--- config.mk ---
export PLATFORM = sky130hd
export DESIGN_NAME = sprite_render
export DESIGN_NICKNAME = d
export VERILOG_FILES = /design/src/rtl/sprite_render_pkg.sv /design/src/rtl/sprite_rom.sv /design/src/rtl/sprite_render.sv
export SDC_FILE = /design/constraint.sdc
export NUM_CORES = 1
export LEC_CHECK = 0
export ABC_AREA = 1
export BUFFER_PORTS_ARGS = -buffer_cell sky130_fd_sc_hd__buf_2
export CORE_UTILIZATION = 51
export DETAILED_ROUTE_END_ITERATION = 10
export HOLD_SLACK_MARGIN = 0.03
export PLACE_DENSITY = 0.77
export SYNTH_ARGS = -nofsm -noshare
export SYNTH_HDL_FRONTEND = slang
export SYNTH_SLANG_ARGS = --single-unit
--- constraint.sdc ---
create_clock -name pixel_clk -period 3.3 [get_ports pixel_clk]
set_input_delay 0.99 -clock pixel_clk [delete_from_list [all_inputs] [get_ports pixel_clk]]
set_output_delay 0.99 -clock pixel_clk [all_outputs]
set_load 0.005 [all_outputs]
--- src/rtl/sprite_render_pkg.sv ---
// rtl/sprite_render_pkg.sv - shared display constants and sprite image content
package sprite_render_pkg;

    localparam int          SPR_W    = 64;
    localparam int          SPR_H    = 64;
    localparam logic [11:0] KEY_RGB  = 12'hF0F;
    localparam int          N_FRAMES = 5;
    localparam int          H_ACTIVE = 640;
    localparam int          V_ACTIVE = 480;

    // Image content: frame number in the top nibble, low address byte below,
    // and a transparent pixel at the last column of every 64-word group.
    function automatic logic [11:0] rom_word(input logic [14:0] addr);
        if (addr[5:0] == 6'h3F) begin
            return KEY_RGB;
        end
        return {addr[14:12], 1'b0, addr[7:0]};
    endfunction

endpackage

--- src/rtl/sprite_rom.sv ---
// rtl/sprite_rom.sv - synchronous-read sprite image ROM, registered output
module sprite_rom
    import sprite_render_pkg::*;
#(
    parameter int DEPTH = N_FRAMES * SPR_W * SPR_H
) (
    input  logic        pixel_clk,
    input  logic        reset,
    input  logic [14:0] addr,
    output logic [11:0] data
);

    always_ff @(posedge pixel_clk) begin
        if (reset) begin
            data <= 12'h000;
        end else if (int'(addr) < DEPTH) begin
            data <= rom_word(addr);
        end else begin
            data <= 12'h000;
        end
    end

endmodule

--- src/rtl/sprite_render.sv ---
// rtl/sprite_render.sv - two-stage sprite overlay with colour-key transparency
module sprite_render
    import sprite_render_pkg::*;
#(
    parameter int          SPR_W    = sprite_render_pkg::SPR_W,
    parameter int          SPR_H    = sprite_render_pkg::SPR_H,
    parameter logic [11:0] KEY_RGB  = sprite_render_pkg::KEY_RGB,
    parameter int          N_FRAMES = sprite_render_pkg::N_FRAMES
) (
    input  logic        pixel_clk,
    input  logic        reset,
    input  logic [9:0]  hcnt,
    input  logic [9:0]  vcnt,
    input  logic        video_on,
    input  logic        frame_start,
    input  logic [2:0]  ActionSel,
    input  logic [9:0]  DogPos_x,
    input  logic [8:0]  DogPos_y,
    input  logic [11:0] bg_rgb,
    output logic [11:0] rgb,
    output logic        sprite_hit
);

    localparam int FRAME_WORDS = SPR_W * SPR_H;

    logic [2:0]  act_q;
    logic [9:0]  x_q;
    logic [8:0]  y_q;
    logic [2:0]  frame_sel;
    logic [10:0] x_end;
    logic [10:0] y_end;
    logic        in_box;
    logic [9:0]  dx;
    logic [9:0]  dy;
    logic [14:0] addr_next;

    logic        in_box_d1, in_box_d2;
    logic        video_on_d1, video_on_d2;
    logic [11:0] bg_d1, bg_d2;
    logic [14:0] rom_addr;
    logic [11:0] rom_data;

    // Shadow position/frame only move at vertical blanking so a frame never tears
    always_ff @(posedge pixel_clk) begin
        if (reset) begin
            act_q <= 3'd0;
            x_q   <= 10'd0;
            y_q   <= 9'd0;
        end else if (frame_start) begin
            act_q <= ActionSel;
            x_q   <= DogPos_x;
            y_q   <= DogPos_y;
        end
    end

    always_comb begin
        frame_sel = (int'(act_q) >= N_FRAMES) ? 3'd0 : act_q;
        x_end     = {1'b0, x_q} + 11'(SPR_W);
        y_end     = {2'b0, y_q} + 11'(SPR_H);
        in_box    = video_on
                    && ({1'b0, hcnt} >= {1'b0, x_q}) && ({1'b0, hcnt} < x_end)
                    && ({1'b0, vcnt} >= {2'b0, y_q}) && ({1'b0, vcnt} < y_end);
        dx        = hcnt - x_q;
        dy        = vcnt - {1'b0, y_q};
        addr_next = 15'(int'(frame_sel) * FRAME_WORDS)
                  + 15'(int'(dy) * SPR_W)
                  + 15'(dx);
    end

    always_ff @(posedge pixel_clk) begin
        if (reset) begin
            in_box_d1   <= 1'b0;
            video_on_d1 <= 1'b0;
            bg_d1       <= 12'h000;
            rom_addr    <= 15'd0;
            in_box_d2   <= 1'b0;
            video_on_d2 <= 1'b0;
            bg_d2       <= 12'h000;
        end else begin
            in_box_d1   <= in_box;
            video_on_d1 <= video_on;
            bg_d1       <= bg_rgb;
            if (in_box) begin
                rom_addr <= addr_next;
            end
            in_box_d2   <= in_box_d1;
            video_on_d2 <= video_on_d1;
            bg_d2       <= bg_d1;
        end
    end

    sprite_rom #(
        .DEPTH (N_FRAMES * FRAME_WORDS)
    ) u_rom (
        .pixel_clk (pixel_clk),
        .reset     (reset),
        .addr      (rom_addr),
        .data      (rom_data)
    );

    always_comb begin
        rgb        = 12'h000;
        sprite_hit = 1'b0;
        if (in_box_d2 && (rom_data != KEY_RGB)) begin
            rgb        = rom_data;
            sprite_hit = 1'b1;
        end else if (video_on_d2) begin
            rgb = bg_d2;
        end
    end

endmodule

==> results of run 1 <==
## final cells by class
| type | count | area, µm² | area share, % |
|---|---|---|---|
| clock buffers | 9 | 124 | 2.59 |
| clock inverters | 7 | 61.3 | 1.28 |
| inverters | 114 | 428 | 8.95 |
| multi-input cells | 355 | 2070 | 43.3 |
| flip-flops and latches | 73 | 1460 | 30.6 |
| well taps | 99 | 124 | 2.59 |
| repair buffers | 92 | 515 | 10.8 |
## kinds of logic (layout without fill, tap and decap cells)
group,Yosys count,count (layout),synth area share (%)
AND/OR/NAND/NOR,211,211,23.1
buffers and inverters,129,222,12.5
AO/OA/AOI/OAI,90,90,11.7
flip-flops,73,73,36.7
adder cells (fa/ha/maj),38,38,12.5
XOR/XNOR,16,16,3.52
## registers in the layout, summed over array words and instances, names as in the netlist
| signal | flops |
|---|---|
| bg_d1 | 12 |
| bg_d2 | 12 |
| u_rom.data | 12 |
| rom_addr | 11 |
| x_q | 10 |
| y_q | 9 |
| act_q | 3 |
| in_box_d1 | 1 |
| in_box_d2 | 1 |
| video_on_d1 | 1 |
| video_on_d2 | 1 |
## where the power goes
| group | leakage [nW] | switching [mW] | total (mW) | internal [mW] |
|---|---|---|---|---|
| clock network | 0.0888 | 0.369 | 0.655 | 0.287 |
| registers | 0.600 | 0.0206 | 0.945 | 0.925 |
| logic | 1.74 | 0.314 | 0.556 | 0.241 |
## worst register-to-register path: stages (launching register included)
cell and delay (ns):
dfxtp_1 0.40, ha_2 0.20, inv_2 0.04, fa_2 0.41
a31oi_4 0.17, o21ai_2 0.10, a31oi_2 0.19, xnor2_1 0.10
ha_1 0.34, nand2_1 0.09, nand3_2 0.08, nand2_1 0.05
nand2_1 0.05, nand2_1 0.04, nor2_1 0.13, nand2_1 0.08
nand3_1 0.07, nand3_1 0.08, nand2_1 0.07, inv_1 0.03
## path summary, 6_finish.rpt
| check | start | to | slack (ns) | cells past startpoint |
|---|---|---|---|---|
| worst max-delay path | hcnt[0] | rom_addr[13] | 0.13 | 21 |
| worst min-delay path | bg_d1[9] | bg_d2[9] | 0.40 | 2 |
| worst max register to register | x_q[0] | rom_addr[13] | 0.48 | 19 |
| worst min register to register | bg_d1[9] | bg_d2[9] | 0.40 | 2 |
## stage by stage
stage | cell area (µm²) | total power, mW | instances | setup slack [ns] | util [%]
after global routing | 4780 | 2.30 | 749 | 0.00295 | 64.6
after detailed placement | 4560 | 1.50 | 733 | -0.239 | 61.6
after floorplan | 3990 | 1.34 | 557 | 0.00608 | -
after global placement | 4560 | 1.48 | 733 | -0.186 | 61.6
after CTS | 4750 | 2.15 | 749 | 0.144 | 64.1
final | 4780 | 2.16 | 749 | 0.128 | 64.6
## metal layers
layer	GRT usage, %	share of wire (%)	vias to the layer above
met3	5.98	5.0	14
met5	0	0	-
met1	25.4	47	1570
met2	37.0	47	103
li1	-	-	1911
met4	6.45	1.5	0
## synthesized netlist by cell type
master    instances  share of area, %
inv_1           112                11
nand2_1          85               8.0
dfxtp_1          73                37
nor2_1           67               6.3
a21oi_1          41               5.2
o21ai_0          39               4.9
nand3_1          36               4.5
ha_1             35                11
clkbuf_1         11               1.0
xnor2_1           8               1.8
xor2_1            8               1.8
nand2_2           5              0.79
a31oi_1           4              0.63
nor4_1            4              0.63
fa_1              3               1.5
nand4_1           3              0.47
o21ai_1           3              0.38
inv_2             2              0.19
nand3_2           2              0.50
nand3b_1          2              0.38
nor3_1            2              0.25
o21bai_1          2              0.38
or2_2             2              0.31
a21oi_2           1              0.22
buf_1             1             0.094
buf_2             1              0.13
buf_8             1              0.38
clkbuf_2          1              0.13
nand2_4           1              0.28
nor2_2            1              0.16
nor2_8            1              0.50
## placed cells by master, fill, tap and decap left out, types with 2 or more instances in the layout
master,instances
inv_1,110
nand2_1,85
dfxtp_1,73
buf_2,70
nor2_1,67
a21oi_1,40
o21ai_0,38
nand3_1,34
ha_1,33
buf_4,22
clkbuf_8,9
xor2_1,8
xnor2_1,8
nand2_2,5
inv_2,4
nor4_1,4
nand3_2,4
nand4_1,3
o21ai_1,3
inv_6,3
a21oi_2,2
nor3_1,2
o21bai_1,2
or2_2,2
a31oi_1,2
nand3b_1,2
fa_1,2
ha_2,2
clkinvlp_4,2
## timing repair
action / in CTS / in global routing
endpoints found under the hold margin: 0 / 0
resized for setup: 0 / 10
setup endpoints to repair: 0 / 3
buffers inserted: 0 / 0
==> qor.yml, run 1 <==
pwr:
  ir_drop_uv: 230
  p_per_area_nw_per_um2: 451
  p_leak_nw: 2.43
sta:
  setup_tns_ns: 0
  slew_headroom_pct: 46.0
  hold_slack_ns: 0.403
  finalCritPeriodShare_pct: 96.1
  fin_skew_ns: 0.00974
  hold_viol: 0
  worst_slew_pin_slew_ns: 0.810
  rsz0062_at_grt: "false"
  finalCriticalPeriod_ns: 3.17
  report.final.setup_viol: 0
  report.final.slew_viol_count: 0
  fmax_ghz: 0.315
detailed_routing:
  antenna_left: 0
  first_iter_violations: 130
  first_pass_iters: 4
  drc: 0
  num_vias: 3598
  finalWirelength_mm: 8.20
  wire_per_inst_um: 10.9
  via_per_inst: 4.80
logic_synthesis:
  yosys_warnings: 0
  synth_fp_nets: 653
  netlist_instances: 557
  syn_area_per_cell_um2: 7.15
  yosysSeqAreaShare_pct: 36.7
  synth_area_um2: 3980
  synth.distinct_cells: 31
  ys_ff_latch: 73
critical_path:
  startpoint_type: "primary input"
  cpPeakStageDelay_ns: 0.41
  path_class: "in2reg"
  cp_data_arrival_time_ns: 3.42
  cp_max_fo: 3
  crit_required_ns: 3.55
  critPathTopFamily: "adder cells"
  cp-end-kind: "flip-flop"
  worstPathCellList: "buf_2, inv_2, ha_2, inv_2, fa_2, a31oi_4, o21ai_2, a31oi_2, xnor2_1, ha_1, nand2_1, nand3_2, nand2_1, nand2_1, nand2_1, nor2_1, nand2_1, nand3_1, nand3_1, nand2_1, inv_1"
  path_buf_inv: 4
  path_common_cell: "nand2_1"
  slowest_stage: "fa_2"
floorplanning:
  start_util_pct: 53.8
  fp.dieW_um: 90.4
  dieHeight_um: 90.4
  coreArea_um2: 7410
  row_count: 31
  fp.dieArea_um2: 8170
  num_io_pins: 71
cts:
  root_buffer: "clkbuf_8"
  worstSkewPairLatency_ns: 0.35
  cts.path.max_buffers: 2
  cts_hold_buf: 0
  htree_levels: 3
  clock-sinks: 73
  cts_buffers: 9
  cts_tree: "yes"
  worst_setup_hold_path_clk_slew_ns: 0.08
grt:
  grt_pass1_vias: 3449
  grt.total_usage_pct: 21.3
  grt_max_degree: 33
  gr-total-overflow: 0
  grt_pass1_wl_mm: 14.2
  antenna_found_initial: 0
placed_design:
  hpwl_mm: 6.39
  portBuffers: 70
  gp_congestion: 0.887
finish:
  drive_above_1_share_pct: 20.6
  syn2layout_area_growth_pct: 20.1
  num-fill-cells: 678
  fin_nets: 741
  antennaDiodeCount: 0
hold_path:
  min_path_type: "reg2reg"
job:
  maxCapViolCount: 0
status:
  status: "finished, final reports clean"
(Power assumes the default switching activity.)
==> run 2, diff against run 1 <==
- ABC_AREA: 1 -> unset
- CORE_UTILIZATION: 51 -> 50
- PLACE_DENSITY: 0.77 -> 0.76
==> run 2 against run 1 <==
  * The run now ends with setup timing left
  * Sequential power shrank 0.5%
  * Flip-flop and latch count is the same
  * First-iteration DRC count shrank 42%
  * Routed wire length shrank 5.7%
  * Final cell count shrank 16%
  * Fmax shrank 4.7%
  * Via count shrank 12%
  * Critical path type unchanged
  * Largest cell class unchanged
==> qor.yml, run 2 <==
status:
  status: "finished with violations"
  violations: "setup timing"
detailed_routing:
  num_vias: 3173
  via_per_inst: 5.02
  drc: 0
  finalWirelength_mm: 7.73
  wire_per_inst_um: 12.2
  first_iter_violations: 76
  antenna_left: 0
  first_pass_iters: 4
logic_synthesis:
  synthFlopType: "dfxtp_1"
  ys_ff_latch: 73
  synth_area_um2: 3830
  yosys_warnings: 0
  synth.distinct_cells: 51
  synth_fp_nets: 527
  synth_edf_count: 0
  synthArstFlopShare_pct: 0
  synth_top_area_share_pct: 38.1
  syn_area_per_cell_um2: 8.89
  yosysMostFrequentCell: "dfxtp_1"
  synthTopCellsByCount: "dfxtp_1, nor2_1, nand2_1"
  synth_area_leaders: "dfxtp_1, ha_1, mux2i_1, nor2b_1, nor2_1"
  yosysSeqAreaShare_pct: 38.1
  netlist_instances: 431
  synth_top_area_cell: "dfxtp_1"
sta:
  hold_viol: 0
  report.final.setup_viol: 2
  rsz0062_at_grt: "true"
  setup_tns_ns: -0.0430
  report.final.slew_viol_count: 0
  finalCriticalPeriod_ns: 3.33
  worst_slew_pin_slew_ns: 0.686
  fin_ws_ns: -0.0294
  slew_headroom_pct: 54.3
  fmax_ghz: 0.300
  finalCritPeriodShare_pct: 101
  fin_skew_ns: 0.0107
hold_path:
  hold_depth: 1
  min_path_type: "reg2reg"
finish:
  syn2layout_area_growth_pct: 25.0
  multi_input_area_um2: 2290
  seq_area_um2: 1460
  num-fill-cells: 602
  mostFrequentLayoutCells: "dfxtp_1, buf_2, nor2_1"
  drive_above_1_share_pct: 27.0
  antennaDiodeCount: 0
  fin_nets: 624
  design_area_um2: 4790
  top_regs: "bg_d1: 12 flops, bg_d2: 12 flops, u_rom.data: 12 flops"
  layout_commonest_cell: "dfxtp_1"
floorplanning:
  row_count: 31
  start_util_pct: 52.3
  fp.dieArea_um2: 8020
  num_io_pins: 71
  fp.dieW_um: 89.6
  coreArea_um2: 7330
  dieHeight_um: 89.6
grt:
  grt_max_degree: 40
  gr-total-overflow: 0
  antenna_found_initial: 0
  grt.total_usage_pct: 20.7
  grt_pass1_vias: 3034
  grt_pass1_wl_mm: 12.6
critical_path:
  r2r-end: "rom_addr[12]"
  startpoint_type: "primary input"
  reg2reg_from: "x_q[0]"
  reg2reg_depth: 16
  cp_max_fo: 2
  cp-end-kind: "flip-flop"
  rrSetupSlack_ns: 0.35
  critPathLaunch: "hcnt[0]"
  crit_required_ns: 3.57
  worstSetupEndpoint: "rom_addr[12]"
  cp_data_arrival_time_ns: 3.60
  path_class: "in2reg"
pwr:
  p_leak_nw: 2.26
  p_per_area_nw_per_um2: 440
  ir_drop_uv: 236
cts:
  cts.path.max_buffers: 2
  cts_buffers: 9
  worst_setup_hold_path_clk_slew_ns: 0.09
  worstSkewPairLatency_ns: 0.35
  root_buffer: "clkbuf_8"
  clock-sinks: 73
  htree_levels: 3
  cts_hold_buf: 0
  cts_tree: "yes"
job:
  maxCapViolCount: 0
placed_design:
  place_area_um2: 4520
  hpwl_mm: 5.81
  gp_congestion: 0.834
  portBuffers: 70
## run 2: changes by cell type in the layout (fill, tap and decap cells not counted), moves of 7 or more
cell / delta
a21o_1: +8
o21ai_0: -33
buf_4: +7
a21oi_1: -30
nor2_1: -20
mux2i_1: +29
nor2b_1: +34
and2_1: +8
nand3_1: -18
inv_1: -81
nand2_1: -48
## run 2: critical path, stage by stage
cell and delay, ns:
buf_8 0.11, inv_12 0.04, ha_4 0.12, inv_2 0.03, fa_2 0.35, nand3_2 0.10, nand2_2 0.06, a21o_1 0.19
a21oi_2 0.12, xnor2_1 0.08, ha_2 0.19, fa_2 0.33, a21o_1 0.20, a21oi_2 0.15, buf_4 0.13, a21oi_2 0.03
xnor2_1 0.14, a211oi_1 0.21
## run 2: power breakdown
group	internal [mW]	switching [mW]	leakage, nW	total [mW]
Sequential	0.918	0.0216	0.599	0.940
Clock	0.286	0.372	0.0848	0.658
Combinational	0.262	0.247	1.58	0.510
## run 2: worst min path at each step
stage | startpoint | endpoint
after floorplan | bg_d1[0] | bg_d2[0]
after global placement | in_box_d1 | in_box_d2
after detailed placement | video_on_d1 | video_on_d2
after CTS | bg_d1[4] | bg_d2[4]
after global routing | bg_d1[9] | bg_d2[9]
final | bg_d1[4] | bg_d2[4]
## run 2: stage by stage
step / utilization [%] / total power, mW / hold WS, ns / cells / setup slack (ns)
finish: 65.4 / 2.11 / 0.430 / 632 / -0.0294
global route: 65.4 / 2.22 / 0.449 / 632 / -0.182
CTS: 64.6 / 2.10 / 0.435 / 630 / -0.0432
detailed placement: 61.6 / 1.43 / 0.426 / 611 / -0.404
global placement: 61.6 / 1.42 / 0.423 / 611 / -0.348
floorplan: - / 1.28 / 0.414 / 431 / -0.123
## run 2: cell type report
type	instances	share of cell area (%)
timing repair buffer	100	12.5
sequential	73	30.5
multi-input combinational	311	47.8
clock buffer	9	2.58
tap	99	2.58
clock inverter	7	1.25
inverter	33	2.85
## run 2: kinds of logic after synthesis
logic type | after synthesis | synth area share (%)
buffers and inverters | 47 | 4.83
multiplexers | 29 | 7.57
AO/OA/AOI/OAI | 62 | 11.1
flip-flops | 73 | 38.1
adder cells (fa/ha/maj) | 38 | 13.0
XOR/XNOR | 17 | 3.89
AND/OR/NAND/NOR | 165 | 21.5
## run 2: what timing repair did
item / in CTS / in global routing
buffers inserted: 3 / 2
pin swaps: 11 / 16
hold endpoints to repair: 0 / 0
resized for setup: 3 / 9
endpoints found under the setup margin: 1 / 7
## run 2: layer usage
metal	vias to the layer above	global-route usage, %	part of all wire [%]
met5	-	0	0
met1	1445	22.3	43
li1	1656	-	-
met4	0	7.07	1.5
met2	64	38.6	50
met3	8	5.63	4.7
==> run 3, diff against run 2 <==
- ABC_AREA: unset -> 1
- CORE_UTILIZATION: 50 -> 51
- GPL_TIMING_DRIVEN: unset -> 0
- PLACE_DENSITY: 0.76 -> 0.77
==> run 3 against run 2 <==
  * The flow now finishes without violations
  * Non-clock buffer count is 14 lower
  * Final area is 0.84% lower
  * Utilization is 1.2 points lower
  * Flip-flop and latch count stayed put
  * Critical path type unchanged
  * Largest cell class unchanged
  * Highest routed layer unchanged
==> qor.yml, run 3 (synthesis gave the netlist of run 1 again) <==
detailed_routing:
  first_iter_violations: 128
  antenna_left: 0
  via_per_inst: 4.84
  drc: 0
  wire_per_inst_um: 11.7
  first_pass_iters: 4
  num_vias: 3595
  finalWirelength_mm: 8.69
critical_path:
  path_buf_inv: 4
  reg2reg_depth: 20
  cp-end-kind: "flip-flop"
  reg2reg_from: "x_q[2]"
  critPathTopFamily: "adder cells"
  crit_required_ns: 3.56
  r2r-end: "rom_addr[14]"
  path_common_cell: "nand2_1"
  startpoint_type: "primary input"
  rrSetupSlack_ns: 0.44
  worstPathCellList: "buf_6, inv_4, ha_4, inv_4, fa_2, a31oi_4, o21ai_2, a31oi_1, xnor2_1, ha_1, nand2_1, nand2_1, a21oi_2, nor2_1, nand4_1, nand2_1, nand2_1, nand3_1, nand2_1, inv_1"
  cpPeakStageDelay_ns: 0.42
  slowest_stage: "fa_2"
  path_class: "in2reg"
  cp_data_arrival_time_ns: 3.44
  cp_max_fo: 3
finish:
  drive_above_1_share_pct: 18.8
  num-fill-cells: 676
  design_area_um2: 4750
  mostFrequentLayoutCells: "inv_1, nand2_1, dfxtp_1"
  fin_nets: 735
  syn2layout_area_growth_pct: 19.3
  top_regs: "bg_d1: 12 flops, bg_d2: 12 flops, u_rom.data: 12 flops"
  final_cells: 743
  layout_commonest_cell: "inv_1"
  antennaDiodeCount: 0
floorplanning:
  fp.dieArea_um2: 8170
  row_count: 31
  coreArea_um2: 7410
  dieHeight_um: 90.4
  start_util_pct: 53.8
  num_io_pins: 71
  fp.dieW_um: 90.4
grt:
  gr-total-overflow: 0
  use_met1_pct: 26.9
  busiest_layer: "met2"
  grt_pass1_wl_mm: 14.5
  grt_use_met3_pct: 4.71
  antenna_found_initial: 0
  grt_pass1_vias: 3475
  grt.total_usage_pct: 21.9
  grt_max_degree: 16
  grtUsageMet2_pct: 38.0
cts:
  clock-sinks: 73
  worstSkewPairLatency_ns: 0.35
  cts_hold_buf: 0
  htree_levels: 3
  cts.path.max_buffers: 2
  cts_tree: "yes"
  cts_buffers: 9
  worst_setup_hold_path_clk_slew_ns: 0.08
  root_buffer: "clkbuf_8"
sta:
  report.final.setup_viol: 0
  fin_ws_ns: 0.115
  fmax_ghz: 0.314
  rsz0062_at_grt: "true"
  worst_slew_pin_slew_ns: 0.562
  fin_skew_ns: 0.00788
  report.final.slew_viol_count: 0
  finalCriticalPeriod_ns: 3.18
  slew_headroom_pct: 62.5
  finalCritPeriodShare_pct: 96.5
  setup_tns_ns: 0
  hold_viol: 0
placed_design:
  place_area_um2: 4470
  hpwl_mm: 6.86
  portBuffers: 70
  placed_cells: 726
  gp_congestion: 0.836
  pre_cts_ws_ns: -0.341
hold_path:
  hold_depth: 2
  hp-start: "in_box_d1"
  hold_end: "in_box_d2"
  min_path_type: "reg2reg"
pwr:
  ir_drop_uv: 290
  total_power_mw: 2.13
  p_per_area_nw_per_um2: 449
  p_leak_nw: 2.35
job:
  maxCapViolCount: 0
status:
  status: "finished, final reports clean"
## run 3: cell count changes in the layout (fill, tap and decap cells not counted), moves of 8 or more
cell | previous run | this run
a21o_1 | 8 | 0
nand2_1 | 37 | 84
nor2b_1 | 34 | 0
clkbuf_1 | 0 | 11
mux2i_1 | 29 | 0
nand3_1 | 16 | 36
inv_1 | 29 | 110
a21oi_1 | 10 | 38
nor2_1 | 47 | 67
buf_4 | 29 | 2
and2_1 | 8 | 0
o21ai_0 | 5 | 38
## run 3: power breakdown
part           total [mW]  switching (mW)  internal, mW
logic               0.537           0.315         0.222
registers           0.946          0.0210         0.925
clock network       0.652           0.366         0.285
total                2.13           0.702          1.43
## run 3: routing by layer
| metal | wire [µm] | share of wire, % |
|---|---|---|
| met1 | 3980 | 46 |
| met2 | 4090 | 47 |
| met3 | 446 | 5.1 |
| met4 | 171 | 2.0 |
| met5 | 0 | 0 |
## run 3: how the worst max path moves through the flow
| stage | from | to | slack [ns] | cells after the start |
|---|---|---|---|---|
| after floorplan | hcnt[0] | rom_addr[14] | 0.006 | 19 |
| after global placement | hcnt[2] | rom_addr[14] | -0.30 | 20 |
| after detailed placement | hcnt[0] | rom_addr[14] | -0.34 | 20 |
| after CTS | hcnt[0] | rom_addr[14] | 0.04 | 20 |
| after global routing | hcnt[0] | rom_addr[14] | -0.05 | 20 |
| final | hcnt[0] | rom_addr[14] | 0.12 | 20 |
## run 3: layout make-up
| cell class | instances | area (µm²) | area share [%] |
|---|---|---|---|
| plain buffers | 14 | 65.1 | 1.37 |
| clock buffers | 9 | 124 | 2.61 |
| clock inverters | 7 | 60.1 | 1.26 |
| inverters | 114 | 433 | 9.11 |
| multi-input cells | 355 | 2110 | 44.5 |
| flip-flops and latches | 73 | 1460 | 30.8 |
| well taps | 99 | 124 | 2.61 |
| repair buffers | 72 | 372 | 7.82 |
## run 3: stage by stage
stage	hold WS [ns]	utilization (%)
2_1_floorplan	0.388	-
3_3_place_gp	0.392	60.3
3_5_place_dp	0.395	60.3
4_1_cts	0.406	62.8
5_1_grt	0.413	64.1
6_report	0.403	64.1
## run 3: tightest hold or removal path: stages (launching register included)
cell,delay [ns]
dfxtp_1,0.30
inv_1,0.04
nor2_1,0.03
## run 3: timing repair
| action | CTS | global route |
|---|---|---|
| resized for setup | 0 | 21 |
| setup buffers | 0 | 2 |
| endpoints found under the setup margin | 0 | 3 |
